--- config.mk ---
export PLATFORM = sky130hd
export DESIGN_NAME = pipelined_mux
export DESIGN_NICKNAME = d
export VERILOG_FILES = /design/src/rtl/pipelined_mux.sv
export SDC_FILE = /design/constraint.sdc
export NUM_CORES = 1
export LEC_CHECK = 0
export ABC_AREA = 1
export CAP_MARGIN = 10
export CELL_PAD_IN_SITES_DETAIL_PLACEMENT = 1
export CELL_PAD_IN_SITES_GLOBAL_PLACEMENT = 1
export CORE_MARGIN = 2
export CORE_UTILIZATION = 24
export DETAILED_ROUTE_END_ITERATION = 16
export PLACE_DENSITY = 0.8
export SLEW_MARGIN = 20
export SYNTH_ARGS = -nofsm -noshare
export SYNTH_HDL_FRONTEND = slang
export SYNTH_SLANG_ARGS = --single-unit
--- constraint.sdc ---
create_clock -name clk -period 2.2 [get_ports clk]
set_clock_uncertainty 0.05 [all_clocks]
set_input_delay 0.44 -clock clk [delete_from_list [all_inputs] [get_ports clk]]
set_output_delay 0.44 -clock clk [all_outputs]
set_load 0.005 [all_outputs]
--- src/rtl/pipelined_mux.sv ---
// N-way data selector behind a valid/ready skid buffer.
// Out-of-range selects emit DEFAULT_VALUE, flag sel_err and bump a saturating counter.
module pipelined_mux #(
  parameter int                    DATA_WIDTH    = 12,
  parameter int                    NUM_INPUTS    = 15,
  parameter int                    SELECT_WIDTH  = 4,
  parameter logic [DATA_WIDTH-1:0] DEFAULT_VALUE = '0,
  parameter int                    CNT_WIDTH     = 16
) (
  input  logic                             clk,
  input  logic                             rst_n,
  input  logic                             i_valid,
  output logic                             o_ready,
  input  logic [SELECT_WIDTH-1:0]          i_select,
  input  logic [NUM_INPUTS*DATA_WIDTH-1:0] i_data,
  output logic                             o_valid,
  input  logic                             i_ready,
  output logic [DATA_WIDTH-1:0]            o_q,
  output logic                             o_sel_err,
  output logic [CNT_WIDTH-1:0]             o_err_count
);

  if ((2 ** SELECT_WIDTH) < NUM_INPUTS) begin : g_sel_chk
    $error("SELECT_WIDTH too narrow for NUM_INPUTS");
  end
  if (NUM_INPUTS < 2 || NUM_INPUTS > 256) begin : g_num_chk
    $error("NUM_INPUTS out of range 2..256");
  end

  typedef enum logic [1:0] {
    EMPTY = 2'd0,
    ONE   = 2'd1,
    FULL  = 2'd2
  } state_t;

  state_t                  state_q, state_d;
  logic                    ready_q, ready_d;
  logic [DATA_WIDTH-1:0]   out_q, out_d;
  logic                    oerr_q, oerr_d;
  logic [DATA_WIDTH-1:0]   skid_q, skid_d;
  logic                    serr_q, serr_d;
  logic [CNT_WIDTH-1:0]    cnt_q, cnt_d;

  logic [DATA_WIDTH-1:0]   mux_val;
  logic                    mux_err;
  logic                    in_fire;
  logic                    out_fire;

  localparam logic [SELECT_WIDTH:0] NUM_SEL = (SELECT_WIDTH+1)'(NUM_INPUTS);

  always_comb begin
    mux_val = DEFAULT_VALUE;
    mux_err = ({1'b0, i_select} >= NUM_SEL);
    for (int k = 0; k < NUM_INPUTS; k++) begin
      if (i_select == SELECT_WIDTH'(k)) begin
        mux_val = i_data[k*DATA_WIDTH +: DATA_WIDTH];
      end
    end
  end

  assign in_fire  = i_valid && ready_q;
  assign out_fire = (state_q != EMPTY) && i_ready;

  always_comb begin
    state_d = state_q;
    out_d   = out_q;
    oerr_d  = oerr_q;
    skid_d  = skid_q;
    serr_d  = serr_q;
    cnt_d   = cnt_q;
    if (in_fire && mux_err && (cnt_q != '1)) begin
      cnt_d = cnt_q + 1'b1;
    end
    unique case (state_q)
      EMPTY: begin
        if (in_fire) begin
          out_d   = mux_val;
          oerr_d  = mux_err;
          state_d = ONE;
        end
      end
      ONE: begin
        if (in_fire && !out_fire) begin
          skid_d  = mux_val;
          serr_d  = mux_err;
          state_d = FULL;
        end else if (in_fire && out_fire) begin
          out_d   = mux_val;
          oerr_d  = mux_err;
        end else if (out_fire) begin
          state_d = EMPTY;
        end
      end
      FULL: begin
        if (out_fire) begin
          out_d   = skid_q;
          oerr_d  = serr_q;
          state_d = ONE;
        end
      end
      default: state_d = EMPTY;
    endcase
    // ready is registered so it never depends on i_ready combinationally
    ready_d = (state_d != FULL);
  end

  always_ff @(posedge clk or negedge rst_n) begin
    if (!rst_n) begin
      state_q <= EMPTY;
      ready_q <= 1'b0;
      out_q   <= '0;
      oerr_q  <= 1'b0;
      skid_q  <= '0;
      serr_q  <= 1'b0;
      cnt_q   <= '0;
    end else begin
      state_q <= state_d;
      ready_q <= ready_d;
      out_q   <= out_d;
      oerr_q  <= oerr_d;
      skid_q  <= skid_d;
      serr_q  <= serr_d;
      cnt_q   <= cnt_d;
    end
  end

  assign o_ready     = ready_q;
  assign o_valid     = (state_q != EMPTY);
  assign o_q         = out_q;
  assign o_sel_err   = oerr_q;
  assign o_err_count = cnt_q;

endmodule
==> impl_metrics.tcl <==
set metrics [dict create \
    synthTopCellsByArea "dfrtp_1 (30%), nand2_1 (23%), nor2_1 (9.4%)" \
    synthSimpleGateAreaFrac_pct 52.6 \
    cp_top_family "simple AND/OR/NAND/NOR gates" \
    cts_buffers 5 \
    drt_iter0_markers 234 \
    path_cells "ha_1 -> nand2_1 -> nor2_2 -> nand3_2 -> nor2_2 -> nand3_1 -> nand2_1 -> nand2_4 -> inv_1 -> nor3_1 -> nand4_1 -> xnor2_1" \
    hpwl_mm 15.4 \
    final_core_util_pct 43.6 \
    vias 4922 \
    ys_ff_latch 45 \
    cts.sink_count 45 \
    min_period_ps 2110 \
    power_density_nw_per_um2 553 \
    drt-pass1-iter-count 4 \
    dp.cells 1059 \
    grt_max_degree 28 \
    grtUsageTotal_pct 22.8 \
    cts.clk_slew.worst_paths_ps 60 \
    cp_data_arrival_time_ps 2230 \
    max_cap_violations 0 \
    ios 219 \
    hold_class "in -> async" \
    cts_setup_buffers 0 \
    relSlewSlack_pct 58.3 \
    holdWs_ps 118 \
    synthXorXnorAreaFrac_pct 3.55 \
    synthDistinctLibCells 28 \
    synth-adder-area-share_pct 0.338 \
    final_common_cell "nand2_1" \
    synth_nets 811 \
    die_h_um 128 \
    gp_congestion 0.936 \
    critPathRequiredTime_ps 2310 \
    worstReg2RegStart "o_err_count[0]" \
    crit_buf_inv 1 \
    reg2reg_depth 12 \
    vdd_drop_max_uv 330 \
    die_x_um 128 \
    post-route-drc-count 0 \
    root_buffer "clkbuf_16" \
    port_buffers 218 \
    synth_compound_area_share_pct 4.53 \
    final-hold-violation-count 0 \
    htree_levels 2 \
    nets 1067 \
    tightestPinTransition_ps 626 \
    status "finished, final reports clean" \
    finalSetupViolations 0 \
    critPathCapture "o_err_count[14]" \
    clock_path_buffers 2 \
    syn_inst 622 \
    start_util_pct 24.4 \
    finalMaxSlewViolations 0 \
    ys_seq_area_share_pct 30.4 \
    final_cell_mix "nand2_1 (227), clkdlybuf4s50_1 (213), nor2_1 (86)" \
    antenna_cells 0 \
    synth_top_family_by_area "simple AND/OR/NAND/NOR gates" \
    ys_warn_count 0 \
    rr_endpoint "o_err_count[14]" \
    synth_area_um2 3700 \
    rsz0062_at_grt "true" \
    stdcell_count 1067 \
    grt_pass1_vias 5264 \
    viasPerCell 4.61 \
    synth_area_leader_cell "dfrtp_1" \
    path_class "reg -> reg" \
    layout-drive-gt1-share_pct 12.2 \
    avgSynthCellArea_um2 5.95 \
    wl_mm 18.4 \
    insertion_delay_ps 280 \
    area_growth_pct 78.6 \
    cpMaxStageDelayCell "dfrtp_1" \
    hold_buffers 0 \
    rows 45 \
    antenna_found_initial 0 \
    crit_path_end_kind "flop" \
    path_max_fanout 4 \
    start_kind "flop" \
    fmax_ghz 0.473 \
    drt.antenna.violating_nets 0 \
    grt.overflow.total 0 \
    power.leakage_nw 3.13 \
    r2r_setup_slack_ps 90 \
    period_share_pct 96.1 \
    path_depth 12 \
    max_stage_delay_ps 410 \
    routedWlPerCell_um 17.3 \
    cts_tree "done" \
    synth_top_area_share_pct 30.4 \
    dieArea_um2 16400 \
    grt_pass1_wl_mm 29.2 \
    core_um2 15100 \
    worstSetupStartpoint "o_err_count[0]" \
    synth_mux_area_share_pct 0 \
]
-- through the flow --
stage / total power, W / worst slack (ps) / setup TNS [ps] / instance area, µm²
after floorplan: 0.00193 / 323 / 0 / 3700
after global routing: 0.00395 / -35.5 / -160 / 6610
final: 0.00365 / 86.3 / 0 / 6610
after detailed placement: 0.00293 / -570 / -15790 / 6420
after global placement: 0.00289 / -566 / -14570 / 6420
after CTS: 0.00369 / 15.0 / 0 / 6600
-- cell type report --
type / instances / area [µm²]
clock buffer: 7 / 133
clock inverter: 1 / 7.51
fill: 1954 / 8540
inverter: 62 / 233
multi-input combinational: 495 / 2310
sequential: 45 / 1130
tap: 188 / 235
timing repair buffer: 269 / 2560
-- worst min-delay path by stage --
stage	from	to	slack, ps
after floorplan	rst_n	o_err_count[0]	90
after global placement	skid_q[8]	skid_q[8]	410
after detailed placement	o_q[1]	o_q[1]	410
after CTS	rst_n	o_q[2]	150
after global routing	rst_n	o_ready	160
final	rst_n	o_ready	120
-- report_power, final --
group          leakage, nW  switching (W)  total, W  internal [W]
combinational         2.48       0.000763   0.00164      0.000879
sequential           0.578       0.000178   0.00128       0.00110
clock               0.0641       0.000312  0.000734      0.000422
total                 3.13        0.00125   0.00365       0.00240
-- synthesized netlist by cell type (all sizes together) --
master / count
nand4: 29
o21ai: 6
nand2: 234
nand3: 61
a31oi: 1
and3: 1
or2: 18
inv: 62
ha: 1
nor4: 1
nor2: 100
buf: 6
a21oi: 25
xor2: 8
dfrtp: 45
xnor2: 7
nor3: 2
o22ai: 1
clkbuf: 14
-- sequential cells by signal, indices dropped and copies added, names as in the netlist --
signal	count
o_q	12
o_sel_err	1
o_err_count	16
serr_q	1
skid_q	12
state_q	2
o_ready	1
-- kinds of logic (layout without fill, tap and decap cells) --
family | Yosys count | after routing
fa+ha+maj | 1 | 1
buf+inv | 82 | 339
xor+xnor | 15 | 15
flops | 45 | 45
compound gates | 33 | 33
simple gates | 446 | 446
-- repair_timing --
| item | CTS | global route |
|---|---|---|
| pin swaps | 6 | 3 |
| cloned | 0 | 0 |
| gates resized for setup | 16 | 11 |
| setup endpoints to repair | 31 | 28 |
-- per-layer routing --
metal	up-vias	global-route usage, %	wire [µm]
li1	2468	-	-
met1	2319	29.1	8000
met2	111	40.4	9240
met3	24	3.63	811
met4	0	5.04	386
met5	-	0	0
Power figures use the tool's default switching activity.
